**config.mk**
```make
export PLATFORM = sky130hd
export DESIGN_NAME = keypad_scanner
export DESIGN_NICKNAME = d
export VERILOG_FILES = /design/src/rtl/keypad_pkg.sv /design/src/rtl/keypad_debounce.sv /design/src/rtl/keypad_scanner.sv
export SDC_FILE = /design/constraint.sdc
export NUM_CORES = 1
export LEC_CHECK = 0
export ABC_CLOCK_PERIOD_IN_PS = 3500
export BUFFER_PORTS_ARGS = -buffer_cell sky130_fd_sc_hd__clkbuf_2
export CAP_MARGIN = 20
export CORE_MARGIN = 2
export CORE_UTILIZATION = 55
export CTS_CLUSTER_SIZE = 20
export DETAILED_ROUTE_END_ITERATION = 16
export PLACE_DENSITY = 0.77
export SYNTH_ARGS = -nofsm -noshare
export SYNTH_HDL_FRONTEND = slang
export SYNTH_SLANG_ARGS = --single-unit
```
**constraint.sdc**
```tcl
create_clock -name clock -period 3.5 [get_ports clock]
set_clock_uncertainty 0.05 [all_clocks]
set_input_delay 0.175 -clock clock [delete_from_list [all_inputs] [get_ports clock]]
set_output_delay 0.175 -clock clock [all_outputs]
set_load 0.02 [all_outputs]
```
**src/rtl/keypad_pkg.sv**
```systemverilog
// keypad_pkg: shared constants for the 4x4 keypad scanner.
//   - FSM state encoding (S_IDLE .. S_RELEASE); the four column states are
//     consecutive so a column index is a plain subtraction from S_COL0.
//   - COL_ALL / COL_NONE column drive patterns, CODE_W key code width.
//   - lowest_row(): index of the lowest set row bit.
package keypad_pkg;

    localparam int CODE_W = 4;

    localparam logic [3:0] COL_ALL  = 4'b1111;
    localparam logic [3:0] COL_NONE = 4'b0000;

    localparam logic [2:0] S_IDLE    = 3'd0;
    localparam logic [2:0] S_COL0    = 3'd1;
    localparam logic [2:0] S_COL1    = 3'd2;
    localparam logic [2:0] S_COL2    = 3'd3;
    localparam logic [2:0] S_COL3    = 3'd4;
    localparam logic [2:0] S_KEY     = 3'd5;
    localparam logic [2:0] S_RELEASE = 3'd6;

    // Several keys in one column resolve to the lowest row.
    function automatic logic [1:0] lowest_row(input logic [3:0] row);
        logic [1:0] idx;
        idx = 2'd0;
        for (int i = 3; i >= 0; i--) begin
            if (row[i]) idx = 2'(i);
        end
        return idx;
    endfunction

endpackage

```
**src/rtl/keypad_debounce.sv**
```systemverilog
// keypad_debounce: qualifies the start of a scan on a stable S_Row.
// Ports:
//   clock   - block clock, rising edge
//   reset   - asynchronous active-high reset, clears the counter
//   S_Row   - synchronized any-row-active flag
//   enable  - high while the scanner sits in S_IDLE
//   done    - S_Row has been high for DEBOUNCE_CYCLES consecutive idle cycles
// Only instantiated when KEYPAD_DEBOUNCE_EN is defined.
module keypad_debounce #(
    parameter int DEBOUNCE_CYCLES = 16
) (
    input  logic clock,
    input  logic reset,
    input  logic S_Row,
    input  logic enable,
    output logic done
);

    localparam int CNT_W = (DEBOUNCE_CYCLES > 1) ? $clog2(DEBOUNCE_CYCLES) : 1;
    localparam logic [CNT_W-1:0] CNT_MAX = CNT_W'(DEBOUNCE_CYCLES - 1);

    logic [CNT_W-1:0] cnt_q, cnt_d;

    assign done = enable && S_Row && (cnt_q == CNT_MAX);

    always_comb begin
        cnt_d = cnt_q;
        // done means the scanner leaves S_IDLE on this edge, so clear with it.
        if (!enable || !S_Row || done) begin
            cnt_d = '0;
        end else if (cnt_q != CNT_MAX) begin
            cnt_d = cnt_q + 1'b1;
        end
    end

    always_ff @(posedge clock or posedge reset) begin
        if (reset) begin
            cnt_q <= '0;
        end else begin
            cnt_q <= cnt_d;
        end
    end

endmodule

```
**src/rtl/keypad_scanner.sv**
```systemverilog
// keypad_scanner: 4x4 matrix keypad column scanner.
// Ports:
//   clock  - block clock, rising edge
//   reset  - asynchronous active-high reset
//   S_Row  - synchronized any-row-active flag from the upstream synchronizer
//   Row    - raw row lines, bit k = row k
//   Col    - registered column drive, bit k = column k
//   Code   - registered {row, col} code of the last detected key
//   Valid  - registered one-cycle strobe marking a new Code
// Configuration: define KEYPAD_DEBOUNCE_EN to require S_Row to be stable for
// DEBOUNCE_CYCLES idle cycles before a scan starts; otherwise S_Row alone
// starts the scan.
module keypad_scanner
    import keypad_pkg::*;
#(
    parameter int DEBOUNCE_CYCLES = 16
) (
    input  logic              clock,
    input  logic              reset,
    input  logic              S_Row,
    input  logic [3:0]        Row,
    output logic [3:0]        Col,
    output logic [CODE_W-1:0] Code,
    output logic              Valid
);

    logic [2:0]        state_q, state_d;
    logic [3:0]        col_q, col_d;
    logic [CODE_W-1:0] code_q, code_d;
    logic              valid_q, valid_d;
    logic              low_seen_q, low_seen_d;
    logic              start;
    logic [1:0]        scan_idx;

    if (DEBOUNCE_CYCLES < 1) begin : g_bad_param
        $error("DEBOUNCE_CYCLES must be at least 1");
    end

`ifdef KEYPAD_DEBOUNCE_EN
    keypad_debounce #(
        .DEBOUNCE_CYCLES(DEBOUNCE_CYCLES)
    ) u_debounce (
        .clock (clock),
        .reset (reset),
        .S_Row (S_Row),
        .enable(state_q == S_IDLE),
        .done  (start)
    );
`else
    assign start = S_Row;
`endif

    assign scan_idx = 2'(state_q - S_COL0);

    always_comb begin
        state_d    = state_q;
        code_d     = code_q;
        low_seen_d = low_seen_q;
        case (state_q)
            S_IDLE: begin
                if (start) state_d = S_COL0;
            end
            S_COL0, S_COL1, S_COL2, S_COL3: begin
                if (Row != 4'b0000) begin
                    state_d = S_KEY;
                    code_d  = {lowest_row(Row), scan_idx};
                end else if (state_q == S_COL3) begin
                    // Nothing found in any column: spurious press.
                    state_d = S_IDLE;
                end else begin
                    state_d = state_q + 3'd1;
                end
            end
            S_KEY: begin
                state_d    = S_RELEASE;
                low_seen_d = 1'b0;
            end
            S_RELEASE: begin
                // Two consecutive low samples absorb synchronizer latency.
                if (S_Row) begin
                    low_seen_d = 1'b0;
                end else if (low_seen_q) begin
                    state_d = S_IDLE;
                end else begin
                    low_seen_d = 1'b1;
                end
            end
            default: state_d = S_IDLE;
        endcase
    end

    // Outputs are registered from the next state so they line up with it.
    always_comb begin
        col_d   = COL_ALL;
        valid_d = (state_d == S_KEY);
        case (state_d)
            S_COL0:  col_d = 4'b0001;
            S_COL1:  col_d = 4'b0010;
            S_COL2:  col_d = 4'b0100;
            S_COL3:  col_d = 4'b1000;
            S_KEY:   col_d = col_q;
            default: col_d = COL_ALL;
        endcase
    end

    always_ff @(posedge clock or posedge reset) begin
        if (reset) begin
            state_q    <= S_IDLE;
            col_q      <= COL_ALL;
            code_q     <= '0;
            valid_q    <= 1'b0;
            low_seen_q <= 1'b0;
        end else begin
            state_q    <= state_d;
            col_q      <= col_d;
            code_q     <= code_d;
            valid_q    <= valid_d;
            low_seen_q <= low_seen_d;
        end
    end

    assign Col   = col_q;
    assign Code  = code_q;
    assign Valid = valid_q;

endmodule

```
==> results.txt <==
----------------------------------------------------
[Run status]
  Outcome ... completed

[Final layout]
  Fillers ... 106
  Layout Nets ... 105
  Total inserted antenna cells ... 0
  Fraction of final layout cells sized beyond drive strength 1 ... 33.3%
  Area occupied by multi-input gates ... 384 µm²
  FF/Latch Area ... 330 µm²
  Fraction of the core area covered by cells at the end of the flow ... 68.1%
  P&R area growth vs syn ... 16.7%

[Synthesis]
  Seq/Total Area, Yosys ... 44.1%
  Post-synth ARST share ... 100%
  Register bit count reported by yosys ... 13
  Avg Synthesized Cell Area ... 10.1 µm²
  EDFF count, synth ... 0
  Post-Syn Nets ... 85
  Predominant post-synthesis flop cell ... sky130_fd_sc_hd__dfrtp_1
  Synthesized instance count ... 74
  Netlist Area Pre-Place ... 749 µm²
  Number of distinct standard cells referenced by the synthesized netlist ... 33
  Count of warnings emitted by yosys ... 0

[Routing]
  Iteration-0 DRC Markers ... 11
  Vias after detailed routing ... 619
  Final ANT Viol Nets ... 0
  First-pass detailed-route iteration total ... 5
  WL final ... 1540 µm
  Average wire length per cell after detail routing ... 14.2 µm
  Remaining design rule violation count ... 0
  Vias per inst ... 5.73

[Worst hold path]
  Worst min-delay path class ... primary input to flip-flop

[STA]
  Fin Setup TNS ... 0 ps
  Slew Limit Fails ... 0
  Min cycle time layout ... 2190 ps
  Setup repair after global routing missed its margin ... false
  Share of the cycle needed by the critical path after routing ... 62.5%
  Highest clock frequency the design can meet ... 457 MHz
  Actual slew at the worst max-slew pin ... 689 ps
  Final Hold Viols ... 0
  Final count of negative-setup-slack endpoints ... 0
  Worst slew slack as a fraction of its limit ... 53.7%

[Global route]
  Wire length of the first global-routing pass ... 2360 µm
  Via count of the first global-routing pass ... 556
  Total Routing Usage GR ... 23.0%
  Largest net degree at the start of global routing ... 14
  Sum of overflow across all layers after global routing ... 0
  Number of antenna violations at the first check in global routing ... 0

[CTS]
  Clock latency on the worst-skew pair ... 270 ps
  Number of instances resized during post-cts repair ... 0
  Root Buffer Master ... sky130_fd_sc_hd__clkbuf_4
  Clock slew at the register clock pins of the worst setup and hold paths ... 80 ps
  CTS tree ... built
  Bufs on Longest Clock Path ... 2
  Level count of the clock H-tree ... 1
  Inserted Clock Buffers ... 3
  CTS sink cnt ... 13

[Power and ir drop]
  Worst ir drop on vdd ... 0.626 mV
  Total chip power ... 963 µW
  Cell area power density ... 1100 nW/µm²
  Leakage ... 0.000409 µW

[Job]
  Max-cap violation count ... 0

[Worst setup path]
  Crit path required time ... 3650 ps
  Worst EP arrival ... 2330 ps
  Endpoint kind of the worst setup timing path ... flip-flop
  Largest fanout on the critical path ... 6
  Path type of the worst setup path ... flip-flop to flip-flop
  Startpoint type of the worst setup path ... flip-flop

[Floorplan]
  Initial cell density of the core ... 58.3%
  Die Footprint ... 1670 µm²
  Die Y-Extent ... 40.9 µm
  Core area ... 1280 µm²
  Top-level port count ... 16
  Std-Cell Rows ... 13
  Width of the chip ... 40.9 µm

[Place]
  Number of I/O port buffers ... 15
  Routability congestion estimate from global placement ... 0.738
  DP HPWL ... 1190 µm

----------------------------------------------------
==> metal layers <==
metal / track usage, % / vias to the layer above / wire [µm]
met2: 39.1 / 9 / 818
met5: 0 / - / 0
met4: 7.50 / 0 / 9
met3: 8.15 / 2 / 51
li1: - / 302 / -
met1: 26.5 / 306 / 658
==> worst max-delay path: stages, from the launching register on <==
cell	delay (ps)
sky130_fd_sc_hd__dfrtp_1	450
sky130_fd_sc_hd__inv_1	90
sky130_fd_sc_hd__ha_1	270
sky130_fd_sc_hd__o21bai_1	210
sky130_fd_sc_hd__a21oi_1	90
sky130_fd_sc_hd__nor3_2	280
sky130_fd_sc_hd__inv_2	90
sky130_fd_sc_hd__or3_1	390
sky130_fd_sc_hd__o221ai_1	190
==> path summary, 6_finish.rpt <==
kind	slack (ps)	depth (start not counted)	to	start
setup / recovery	1310	8	Col[2]	state_q[1]
hold / removal	100	2	low_seen_q	S_Row
setup reg to reg	1310	8	Col[2]	state_q[1]
hold reg to reg	440	2	Col[1]	Col[1]
max in group asynchronous	2630	3	Col[3]	reset
min in group asynchronous	410	3	state_q[2]	reset
==> area by class of cell <==
cell class / count / share of cell area [%]
Clock buffer: 4 / 3.00
Inverter: 8 / 3.43
Multi-Input combinational cell: 52 / 43.9
Sequential cell: 13 / 37.8
Tap cell: 15 / 2.15
Timing Repair Buffer: 16 / 9.73
==> cells by family (layout without fill, tap and decap cells) <==
kind of cell | count (synthesis) | in the layout | share of synthesized area, %
AND/OR/NAND/NOR | 26 | 26 | 21.0
AO/OA/AOI/OAI | 20 | 20 | 20.7
flip-flops | 13 | 13 | 44.1
buffers and inverters | 9 | 28 | 4.67
adder cells (fa/ha/maj) | 4 | 4 | 6.68
multiplexers | 2 | 2 | 2.84
==> per-stage QoR <==
step / cell area (µm²) / setup WS, ps / hold WS (ps) / cells
2_1_floorplan: 749 / 1580 / -0.904 / 74
3_3_place_gp: 838 / 1390 / 146 / 103
3_5_place_dp: 838 / 1300 / 156 / 103
4_1_cts: 875 / 1290 / 98.3 / 108
5_1_grt: 875 / 1090 / 90.2 / 108
6_report: 875 / 1310 / 98.0 / 108
==> synth_stat cells, drive strengths merged, types with 2 or more instances <==
| cell type | number | share of area [%] |
|---|---|---|
| a2111oi | 2 | 4.8 |
| a21oi | 5 | 3.3 |
| dfrtp | 9 | 30 |
| dfstp | 4 | 14 |
| ha | 4 | 6.7 |
| inv | 8 | 4.0 |
| nand2 | 4 | 2.0 |
| nand3b | 2 | 2.0 |
| nor2 | 8 | 4.3 |
| nor2b | 2 | 1.7 |
| nor3 | 4 | 3.3 |
| o21ai | 4 | 2.7 |
| o22a | 2 | 2.3 |
==> what timing repair did <==
| action | 4_1_cts | 5_1_grt |
|---|---|---|
| endpoints found under the hold margin | 9 | 0 |
| hold buffers | 1 | 0 |
| setup buffers | 0 | 0 |
==> flip-flops by register name, indices dropped and copies added, names as in the netlist <==
register and count:
Col 4, state_q 3, Code 4, low_seen_q 1
Valid 1
==> cells in the final DEF, fill, tap and decap left out, drive strengths merged <==
cell | netlist | layout
dfrtp | 9 | 9
dfstp | 4 | 4
o21bai | 1 | 1
ha | 4 | 4
o21ai | 4 | 4
o22a | 2 | 2
nand3b | 2 | 2
o221ai | 1 | 1
clkbuf | 0 | 19
a2111oi | 2 | 2
mux2 | 1 | 1
o31a | 1 | 1
nor2 | 8 | 8
o31ai | 1 | 1
nor3b | 1 | 1
nand2b | 1 | 1
nor4 | 1 | 1
a21oi | 5 | 5
a211oi | 1 | 1
mux2i | 1 | 1
nor2b | 2 | 2
nand2 | 4 | 4
nor3 | 4 | 4
and3b | 1 | 1
a22oi | 1 | 1
dlygate4sd3 | 0 | 1
o311ai | 1 | 1
or3 | 1 | 1
inv | 8 | 8
or2 | 1 | 1
==> power by group <==
| group | switching, µW | internal, µW |
|---|---|---|
| Clock | 48.5 | 44.1 |
| Sequential | 62.4 | 247 |
| Combinational | 334 | 228 |
| Total | 445 | 519 |
No activity file was read; power rests on OpenSTA's default activity.
